<file path="config.mk">
export PLATFORM = sky130hd
export DESIGN_NAME = pipe_hazard_ctrl
export DESIGN_NICKNAME = d
export VERILOG_FILES = /design/src/rtl/pipe_ctrl_pkg.sv /design/src/rtl/intr_arbiter.sv /design/src/rtl/pipe_hazard_ctrl.sv
export SDC_FILE = /design/constraint.sdc
export NUM_CORES = 1
export LEC_CHECK = 0
export ABC_AREA = 1
export CAP_MARGIN = 10
export CORE_AREA = 4 4 91 93
export DETAILED_ROUTE_END_ITERATION = 10
export DIE_AREA = 0 0 95 97
export PLACE_DENSITY_LB_ADDON = 0.25
export SLEW_MARGIN = 30
export SYNTH_ARGS = -nofsm -noshare
export SYNTH_HDL_FRONTEND = slang
export SYNTH_SLANG_ARGS = --single-unit
</file>
<file path="constraint.sdc">
create_clock -name clk -period 1.82 [get_ports clk]
set_input_delay 0.182 -clock clk [delete_from_list [all_inputs] [get_ports clk]]
set_output_delay 0.182 -clock clk [all_outputs]
set_load 0.02 [all_outputs]
</file>
<file path="src/rtl/pipe_ctrl_pkg.sv">
// pipe_ctrl_pkg: shared states, pc-select encodings and cause codes for the hazard controller
package pipe_ctrl_pkg;
  typedef enum logic [1:0] {RUN, LDSTALL, EXC_HOLD} state_t;
  localparam logic [1:0] PC_SEQ = 2'd0;
  localparam logic [1:0] PC_BR  = 2'd1;
  localparam logic [1:0] PC_VEC = 2'd2;
  localparam logic [1:0] PC_EPC = 2'd3;
  localparam logic [4:0] EXC_INTR    = 5'd0;
  localparam logic [4:0] EXC_SYSCALL = 5'd8;
endpackage

</file>
<file path="src/rtl/intr_arbiter.sv">
// intr_arbiter: fixed-priority one-hot grant, lowest index wins
module intr_arbiter #(
  parameter int N = 4
) (
  input  logic [N-1:0] req,
  output logic [N-1:0] grant,
  output logic         valid
);
  assign valid = |req;
  // first set bit from index 0 upward takes the grant
  always_comb begin
    grant = '0;
    for (int i = 0; i < N; i++) if (req[i] && grant == '0) grant[i] = 1'b1;
  end
endmodule

</file>
<file path="src/rtl/pipe_hazard_ctrl.sv">
// pipe_hazard_ctrl: stall/flush/redirect control for load-use, mispredict, exceptions and eret
module pipe_hazard_ctrl
  import pipe_ctrl_pkg::*;
#(
  parameter int          N_INTR   = 4,
  parameter int          LOAD_LAT = 1,
  parameter logic [31:0] VEC_BASE = 32'h8000_0180
) (
  input  logic              clk,
  input  logic              rst_n,
  input  logic              mem_stall,
  input  logic [4:0]        ifid_rs_addr,
  input  logic [4:0]        ifid_rt_addr,
  input  logic [4:0]        idex_rd_addr,
  input  logic              idex_mem_read,
  input  logic              ex_branch_valid,
  input  logic [31:0]       ex_predicted_pc,
  input  logic [31:0]       ex_target_pc,
  input  logic [31:0]       exmem_pc,
  input  logic              exmem_syscall,
  input  logic              exmem_eret,
  input  logic [31:0]       epc_in,
  input  logic [N_INTR-1:0] intr_req,
  input  logic [N_INTR-1:0] intr_mask,
  output logic [1:0]        cu_pc_src,
  output logic              cu_pc_stall,
  output logic              cu_ifid_stall,
  output logic              cu_idex_stall,
  output logic              cu_exmem_stall,
  output logic              cu_ifid_flush,
  output logic              cu_idex_flush,
  output logic              cu_exmem_flush,
  output logic              cu_cp0_w_en,
  output logic [4:0]        cu_exec_code,
  output logic [31:0]       cu_epc,
  output logic [31:0]       cu_vector,
  output logic              bpu_write_en,
  output logic [N_INTR-1:0] cu_intr_ack,
  output logic              cu_exl
);
  state_t state, state_nx;
  logic [2:0] cnt, cnt_nx;
  logic exl, exl_nx;
  logic [N_INTR-1:0] grant;
  logic intr_any, go, open, br_miss, hazard;
  logic exc, eret_take, mispred, load_use, ld_hold, hold;
  intr_arbiter #(.N(N_INTR)) u_arb (
    .req  (intr_req & intr_mask & {N_INTR{~exl}}),
    .grant(grant),
    .valid(intr_any)
  );
  assign go        = rst_n && !mem_stall;
  assign open      = go && state != EXC_HOLD;
  assign br_miss   = ex_branch_valid && ex_predicted_pc != ex_target_pc;
  assign hazard    = idex_mem_read && idex_rd_addr != 5'd0 &&
                     (idex_rd_addr == ifid_rs_addr || idex_rd_addr == ifid_rt_addr);
  assign exc       = open && (intr_any || exmem_syscall);
  assign eret_take = open && !exc && exmem_eret;
  assign mispred   = open && !exc && !exmem_eret && br_miss;
  assign load_use  = go && state == RUN && !exc && !exmem_eret && !br_miss && hazard;
  assign ld_hold   = go && state == LDSTALL && !exc && !exmem_eret && !br_miss;
  assign hold      = go && state == EXC_HOLD;
  // outputs are a pure function of state, exl and inputs; reset forces them quiet
  always_comb begin
    cu_pc_src      = exc ? PC_VEC : eret_take ? PC_EPC : mispred ? PC_BR : PC_SEQ;
    cu_pc_stall    = (rst_n && mem_stall) || load_use || ld_hold;
    cu_ifid_stall  = cu_pc_stall;
    cu_idex_stall  = rst_n && mem_stall;
    cu_exmem_stall = cu_idex_stall;
    cu_ifid_flush  = exc || eret_take || mispred || hold;
    cu_idex_flush  = cu_ifid_flush || load_use;
    cu_exmem_flush = exc || eret_take;
    cu_cp0_w_en    = exc;
    cu_exec_code   = (exc && !intr_any) ? EXC_SYSCALL : EXC_INTR;
    cu_epc         = exc ? exmem_pc : 32'd0;
    cu_vector      = VEC_BASE;
    bpu_write_en   = mispred;
    cu_intr_ack    = exc ? grant : '0;
    cu_exl         = exl;
  end
  // next state: exception > eret/mispredict/hold-exit > new load-use > LDSTALL countdown
  always_comb begin
    state_nx = !go ? state : exc ? EXC_HOLD :
               (state == EXC_HOLD || eret_take || mispred) ? RUN :
               load_use ? (LOAD_LAT > 1 ? LDSTALL : RUN) :
               ld_hold ? (cnt <= 3'd1 ? RUN : LDSTALL) : state;
    cnt_nx   = !go ? cnt : (load_use && LOAD_LAT > 1) ? 3'(LOAD_LAT - 1) :
               (ld_hold && cnt > 3'd1) ? cnt - 3'd1 : 3'd0;
    exl_nx   = !go ? exl : exc ? 1'b1 : eret_take ? 1'b0 : exl;
  end
  // state, stall counter and exception level register
  always_ff @(posedge clk or negedge rst_n) begin
    if (!rst_n) begin
      state <= RUN;
      cnt   <= 3'd0;
      exl   <= 1'b0;
    end else begin
      state <= state_nx;
      cnt   <= cnt_nx;
      exl   <= exl_nx;
    end
  end
  logic unused;
  assign unused = ^epc_in;
endmodule

</file>
* Yosys cells after proc, flatten, opt, wreduce, memory -nomap -nowiden
Index checks and enable logic that the tools add are counted.
** Storage, ports and cells
- Input port bits :: 158
- Bits in registers :: 6
- Output and inout port bits :: 85
- Logic and storage cells :: 84
** Cells by class
- Mux-type cells :: 18
- Bitwise logic cells :: 4
- $lt $le $gt $ge :: 2
- Eq/ne operators :: 6
- $add $sub $neg :: 1
- Reduce and logical (&&, ||, !) cells :: 50
** Operator list (count)
- $mux W32 :: 1
- $ne A32 B32 Y1 :: 1
- $logic_and A1 B1 Y1 :: 26
- $mux W2 :: 6
- $eq A5 B5 Y1 :: 2
- $logic_or A1 B1 Y1 :: 10
- $and A4 B4 Y4 :: 2
- $mux W1 :: 8
- $mux W4 :: 2
- $logic_not A1 Y1 :: 5
- $reduce_bool A5 Y1 :: 1
- $logic_not A2 Y1 :: 2
- $reduce_and A2 Y1 :: 2
- $reduce_bool A4 Y1 :: 1
- $reduce_or A4 Y1 :: 1
- $gt A3 B1 Y1 const B :: 1
- $le A3 B1 Y1 const B :: 1
- $logic_not A3 Y1 :: 1
- $mux W3 :: 1
- $sub A3 B1 Y3 const B :: 1
- $eq A2 B1 Y1 const B :: 1
- $eq A2 B2 Y1 const B :: 1
- $ne A2 B2 Y1 const B :: 1
- $not A1 Y1 :: 2
- $reduce_bool A2 Y1 :: 1

* Longest topological paths before layout
Gate-level depths: netlist of run 1.
- Depth after elaboration :: 13
- Depth in mapped cells :: 15
- Depth with buffers taken out :: 15

* By module
From an unflattened synthesis of run 1, not the netlist that was laid out.
** Second synthesis, totals
- Cell total of the unflattened synthesis :: 325
- Area total of the unflattened synthesis :: 1740.4 µm²
** By module, submodules not included
- pipe_hazard_ctrl :: instances 1, area an instance 1694.1 µm², seq. area each 150.1 µm², cells each 315
- intr_arbiter :: instances 1, area an instance 46.3 µm², seq. area each 0.0 µm², cells each 10

* Least setup slack after synthesis of run 1
No wires, ideal clock.
- Path type :: flip-flop to output port
- From :: reg exl (netlist: cu_exl)
- To :: out cu_intr_ack[1]
- Arrival :: 1.649 ns
- Slack :: -0.011 ns
- Cell stages (with the launch flop) :: 9
- Buffers on the path :: 1
- Data required time :: 1.638 ns
- Cell sequence :: dfrtp_1 > inv_2 > nand3_1 > nand2_1 > nor2_4 > nand2_2 > nand2_2 > buf_2 > nor3b_1
** On the way
- Word-level cells in the longest chain between the ends :: 7
- Elaborated cells on any way between the ends :: 10
- Classes of those cells :: 3 x mux; 3 x bitwise; 4 x reduce/logical
** RTL lines
- start: declaration :: RTL line pipe_hazard_ctrl.sv:43 : logic exl, exl_nx;
- start signal: assignment :: RTL line pipe_hazard_ctrl.sv:100 : exl <= exl_nx;
- $not A1 Y1 (*) :: RTL line pipe_hazard_ctrl.sv:48 : .req (intr_req & intr_mask & {N_INTR{~exl}}),
- $and A4 B4 Y4 (*) :: RTL line pipe_hazard_ctrl.sv:48
- $mux W1 :: RTL line intr_arbiter.sv:13 : for (int i = 0; i < N; i++) if (req[i] && grant == '0) grant[i] = 1'b1;
- $not A1 Y1 :: RTL line intr_arbiter.sv:13
- $logic_and A1 B1 Y1 :: RTL line intr_arbiter.sv:13
- $mux W1 :: RTL line intr_arbiter.sv:13
- $mux W4 (*) :: RTL line pipe_hazard_ctrl.sv:78 : cu_intr_ack = exc ? grant : '0;
- end: declaration :: RTL line pipe_hazard_ctrl.sv:38 : output logic [N_INTR-1:0] cu_intr_ack,
Mark *: on every way between the ends. The rest lies on a longest branch, timed or not.

* Final worst setup path of run 1
- From :: reg exl (netlist: cu_exl)
- To :: out cu_epc[12]
** On the way
- Word-level cells in the longest chain between the ends :: 6
** RTL lines
- $not A1 Y1 :: RTL line pipe_hazard_ctrl.sv:48
- $and A4 B4 Y4 :: RTL line pipe_hazard_ctrl.sv:48
- $reduce_or A4 Y1 :: RTL line intr_arbiter.sv:9 : assign valid = |req;
- $logic_or A1 B1 Y1 :: RTL line pipe_hazard_ctrl.sv:57 : assign exc = open && (intr_any || exmem_syscall);
- $logic_and A1 B1 Y1 :: RTL line pipe_hazard_ctrl.sv:57
- $mux W32 :: RTL line pipe_hazard_ctrl.sv:75 : cu_epc = exc ? exmem_pc : 32'd0;
- end: declaration :: RTL line pipe_hazard_ctrl.sv:35 : output logic [31:0] cu_epc,
No other way between the ends.

==> flow_metrics.tcl, run 1 <==
set metrics [dict create \
    drt_iter0_drc 24 \
    ant_nets 0 \
    postSynthCellCount 311 \
    seqPwrFrac 0.093 \
    yosysTopAreaCell "buf_4" \
    timing.rr.start "cu_exl" \
    setup-violations-final 18 \
    yosys_most_used_dff "dfrtp_1" \
    fin_ws_ns -0.0447 \
    dr.pass1.iters 4 \
    cts.sinks 6 \
    rrSetupSlack_ns 0.11 \
    synth_top_area_frac 0.170 \
    syn_avg_cell_area_sq_um 5.53 \
    vias 2377 \
    routed_via_density 3.84 \
    rsz0062_at_grt "yes" \
    route.detailed.wl_per_inst_um 11.8 \
    slew_viol_final 0 \
    drive_gt1_frac 0.275 \
    fp-row-count 32 \
    antenna_found_initial 0 \
    area_delta_synth_final_pct 130 \
    synth_cell_types 23 \
    power_density_mw_per_mm2 461 \
    peakVddDrop_v 0.000238 \
    port_buffers 174 \
    numCtsBuffers 3 \
    crit_fanout 6 \
    finalWeightedCongestion 0.780 \
    holdWs_ns 0.0301 \
    synth.ff_latch_count 6 \
    timing.final.hold_violations 0 \
    reg2reg_depth 14 \
    r2r-end "state[0]" \
    root_buffer "clkbuf_8" \
    globalRouteOverflowTotal 0 \
    io-pin-count 243 \
    drv_cap 0 \
    synth.most_common_cell "nand2_1" \
    hold_buffers 0 \
    cts_tree "built" \
    synth.cell_area_sq_mm 0.00172 \
    nets 679 \
    clock_latency_ns 0.22 \
    die_x_um 95 \
    switching_share 0.424 \
    drc_errors 0 \
    hold_class "input pin to asynchronous set/reset pin" \
    p_int_mw 1.05 \
    yosysWarningCount 0 \
    dieArea_sq_mm 0.00922 \
    yosys-top-cells-count "nand2_1, inv_1, nor2_1" \
    initial_utilization 0.228 \
    criticalPathCategory "flip-flop to primary output" \
    fin_cells 619 \
    combPwrFrac 0.799 \
    fin_crit_sh 1.02 \
    die_y_um 97 \
    path_clk_slew_ns 0.04 \
    grt_pass1_vias 2219 \
    grt_pass1_wl_um 10200 \
    finalWirelength_um 7280 \
    violations "setup timing" \
    ys_seq_area_frac 0.0873 \
    worst_setup_path_start_kind "flip-flop" \
    worstSetupEndpointType "primary output" \
    grt_max_degree 24 \
    status "complete, but fails checks" \
    nFillCells 778 \
    dpl.cell_count 608 \
    coreArea_sq_mm 0.00753 \
    ys_async_sr_fraction 1.00 \
    hpwl_um 6090 \
    clock_path_buffers 2 \
    power_leakage_nw 2.09 \
    finClkSkew_ns 0.00170 \
    period_needed_ns 1.86 \
    clkPwrFrac 0.108 \
    fmax_mhz 536 \
    track_usage 0.137 \
    antenna_cells 0 \
    htree_levels 1 \
    power.switching_uw 774 \
    utilization 0.526 \
    crit_required_ns 1.64 \
    synthTopCellsByArea "buf_4, xnor2_1, nand2_1" \
    p_total_mw 1.82 \
    synth_edf_count 0 \
    cp_data_arrival_time_ns 1.68 \
]
-- worst max-delay path, cell delays in order (launching register included) --
cell and delay (ns):
dfrtp_1 0.37, inv_2 0.12, nand3_2 0.09, nand2_2 0.11
nor2_4 0.04, nand2_2 0.09, nand2_4 0.09, buf_12 0.15
clkbuf_16 0.17, nor2_2 0.09, buf_6 0.13
-- through the flow --
step | TNS, ns | setup slack [ns] | instance area, sq um
after floorplan | 0 | 0.0229 | 1850
after global placement | -20.56 | -0.636 | 3630
after detailed placement | -20.71 | -0.645 | 3630
after CTS | -0.181 | -0.0888 | 3440
after global routing | -3.74 | -0.186 | 3960
final | -0.417 | -0.0447 | 3960
-- worst max-delay path by stage --
stage / from / end / slack [ns] / depth (start not counted)
floorplan: cu_exl / cu_pc_stall / 0.02 / 11
finish: cu_exl / cu_epc[12] / -0.04 / 10
detailed placement: ex_target_pc[7] / cu_idex_flush / -0.64 / 12
global route: cu_exl / cu_ifid_stall / -0.19 / 11
CTS: cu_exl / cu_idex_flush / -0.09 / 10
global placement: ex_target_pc[6] / cu_pc_stall / -0.64 / 12
-- routing by layer --
| metal | vias up | track usage | routed length (um) |
|---|---|---|---|
| met3 | 16 | 0.0272 | 511 |
| met1 | 1027 | 0.141 | 2420 |
| li1 | 1243 | - | - |
| met5 | - | 0 | 0 |
| met2 | 91 | 0.264 | 4120 |
| met4 | 0 | 0.0511 | 221 |
-- sequential cells by signal, indices dropped and copies added (netlist names) --
signal and count:
cu_exl 1, cnt 3, state 2
-- repair_timing --
item                                    CTS  global route
buffers inserted                          2             3
gates resized for setup                 267           127
pin swaps                                22            18
endpoints found under the hold margin     0             0
gates cloned                              0             3
endpoints found under the setup margin   50            47
-- cell families after synthesis --
logic type                 after synthesis  synth area share
AOI/OAI and AO/OA                       10            0.0320
xor gates and xnor gates                32             0.163
adders and majority gates                2            0.0146
buffers and inverters                  109             0.326
DFF                                      6            0.0873
other                                    2           0.00437
and+or+nand+nor                        150             0.373
-- placed cells by master (no fill, tap or decap), drive strengths merged --
cell type	instances
o21ai	4
ha	2
buf	81
nand2	74
nor2	56
inv	66
nand3	10
nor3b	1
or2	2
o22ai	1
clkdlybuf4s15	1
nor3	5
clkbuf	5
a21oi	5
dfrtp	6
conb	36
xnor2	32
nand4	2
dlygate4sd2	66
clkdlybuf4s50	62
-- cell type report --
type / count / area [sq um] / area share
clock buffers: 3 / 41.3 / 0.0104
well taps: 102 / 128 / 0.0323
flip-flops and latches: 6 / 150 / 0.0380
inverters: 66 / 248 / 0.0626
multi-input cells: 230 / 1380 / 0.348
repair buffers: 212 / 2010 / 0.509
-- power by group through the flow --
stage                     clock [mW]  combinational [mW]  sequential (mW)
after floorplan                    0               0.613            0.187
after global placement             0                1.25            0.171
after detailed placement           0                1.26            0.172
after CTS                      0.201                1.19            0.170
after global routing           0.211                1.58            0.172
final                          0.196                1.46            0.169
(Power assumes the default switching activity.)
==> run 2: changes to the inputs <==
CAP_MARGIN = 20   (was 10)
==> results of run 2 <==
No change in the layout: final DEF, timing and power equal those of run 1.
==> run 3: changes to the inputs <==
TNS_END_PERCENT = 50   (was default)
==> flow_metrics.tcl, run 3 (same netlist as run 1, synthesis figures left out) <==
set metrics [dict create \
    period_needed_ns 1.87 \
    globalRouteOverflowTotal 0 \
    drt_iter0_drc 23 \
    timing.rr.start "cu_exl" \
    numCtsBuffers 3 \
    area_delta_synth_final_pct 127 \
    fp-row-count 32 \
    ant_nets 0 \
    crit_fanout 6 \
    finClkSkew_ns 0.00167 \
    power_density_mw_per_mm2 460 \
    dr.pass1.iters 4 \
    final_cell_mix "nand2_1, dlygate4sd2_1, clkdlybuf4s50_1" \
    htree_levels 1 \
    initial_utilization 0.228 \
    route.detailed.wl_per_inst_um 11.5 \
    io-pin-count 243 \
    path_clk_slew_ns 0.04 \
    dieArea_sq_mm 0.00922 \
    final_common_cell "nand2_1" \
    die_x_um 95 \
    p_total_mw 1.79 \
    hold_class "input pin to asynchronous set/reset pin" \
    switching_share 0.423 \
    nets 679 \
    setup_tns_ns -0.483 \
    crit_required_ns 1.64 \
    peakVddDrop_v 0.000236 \
    criticalPathCategory "flip-flop to primary output" \
    vias 2371 \
    finalWeightedCongestion 0.780 \
    timing.final.hold_violations 0 \
    dpl.cell_count 608 \
    cts_tree "built" \
    cts.sinks 6 \
    p_int_mw 1.04 \
    root_buffer "clkbuf_8" \
    rrSetupSlack_ns 0.12 \
    drc_errors 0 \
    coreArea_sq_mm 0.00753 \
    worst_setup_path_start_kind "flip-flop" \
    regMostFlops "cnt" \
    clkPwrFrac 0.109 \
    port_buffers 174 \
    status "complete, but fails checks" \
    drv_cap 0 \
    grt_pass1_vias 2224 \
    finalWirelength_um 7120 \
    fin_crit_sh 1.03 \
    largest_reg_flops 3 \
    antenna_cells 0 \
    cp_data_arrival_time_ns 1.69 \
    setup-violations-final 20 \
    grt_pass1_wl_um 10200 \
    cp-startpoint "cu_exl" \
    track_usage 0.137 \
    rsz0062_at_grt "yes" \
    power.switching_uw 758 \
    drive_gt1_frac 0.273 \
    utilization 0.518 \
    critPathSlowestCell "dfrtp_1" \
    cpMostUsedCell "nand2_2" \
    die_y_um 97 \
    violations "setup timing" \
    fin_ws_ns -0.0503 \
    hpwl_um 6090 \
    worstSetupEndpointType "primary output" \
    seqPwrFrac 0.094 \
    clock_latency_ns 0.22 \
    power_leakage_nw 2.08 \
    slew_viol_final 0 \
    crit_chain "inv_2, nand3_2, nand2_2, nor2_4, nand2_2, nand2_4, buf_12, clkbuf_16, nor2_1, buf_4" \
    fin_cells 619 \
    antenna_found_initial 0 \
    fmax_mhz 535 \
    clock_path_buffers 2 \
    grt_max_degree 24 \
    combPwrFrac 0.796 \
    hold_buffers 0 \
    pre_cts_ws_ns -0.645 \
    routed_via_density 3.83 \
    slowest_delay_ns 0.37 \
]
-- run 3: changes by cell type in the layout (fill, tap and decap cells not counted) --
cell,before,now
buf_4,42,47
buf_6,32,27
nor2_1,21,22
nor2_4,26,20
nor2_2,9,14
buf_12,3,2
buf_8,0,1
-- run 3: metrics by stage --
stage | hold slack (ns) | area, sq um
6_report | 0.0299 | 3900
5_1_grt | 0.0690 | 3900
4_1_cts | 0.0390 | 3450
3_5_place_dp | 0.515 | 3630
3_3_place_gp | 0.503 | 3630
2_1_floorplan | -0.114 | 1850
-- run 3: timing repair --
item / CTS / global route
resized for setup: 264 / 117
endpoints found under the hold margin: 0 / 0
endpoints found under the setup margin: 50 / 47
gates cloned: 0 / 3
pin swaps: 22 / 18
setup buffers: 2 / 3
-- run 3: layout make-up --
cell class              count  area (sq um)
repair buffers            212          1990
fillers                   793          3630
flip-flops and latches      6           150
clock buffers               3          41.3
inverters                  66           248
well taps                 102           128
multi-input cells         230          1340
-- run 3: power by group through the flow --
stage	sequential [mW]	combinational, mW	clock [mW]
floorplan	0.187	0.613	0
global placement	0.171	1.25	0
detailed placement	0.172	1.26	0
CTS	0.170	1.19	0.201
global route	0.172	1.55	0.211
finish	0.169	1.43	0.196
-- run 3: worst max-delay path: cells and delay by family (launching register included) --
| family | cells | cell delay (ns) |
|---|---|---|
| and+or+nand+nor | 6 | 0.51 |
| buffers and inverters | 4 | 0.58 |
| DFF | 1 | 0.37 |
-- run 3: final timing paths --
path | endpoint | depth (start not counted)
setup / recovery | cu_epc[15] | 10
setup reg to reg | state[0] | 14
min in group clk | cnt[0] | 1
max in group asynchronous | state[0] | 2
hold / removal | cnt[0] | 2
hold reg to reg | cnt[0] | 1
-- run 3: metal layers --
| layer | track usage | vias up | routed length [um] |
|---|---|---|---|
| li1 | - | 1241 | - |
| met3 | 0.0272 | 18 | 559 |
| met2 | 0.264 | 93 | 3990 |
| met5 | 0 | - | 0 |
| met4 | 0.0511 | 0 | 244 |
| met1 | 0.141 | 1019 | 2330 |
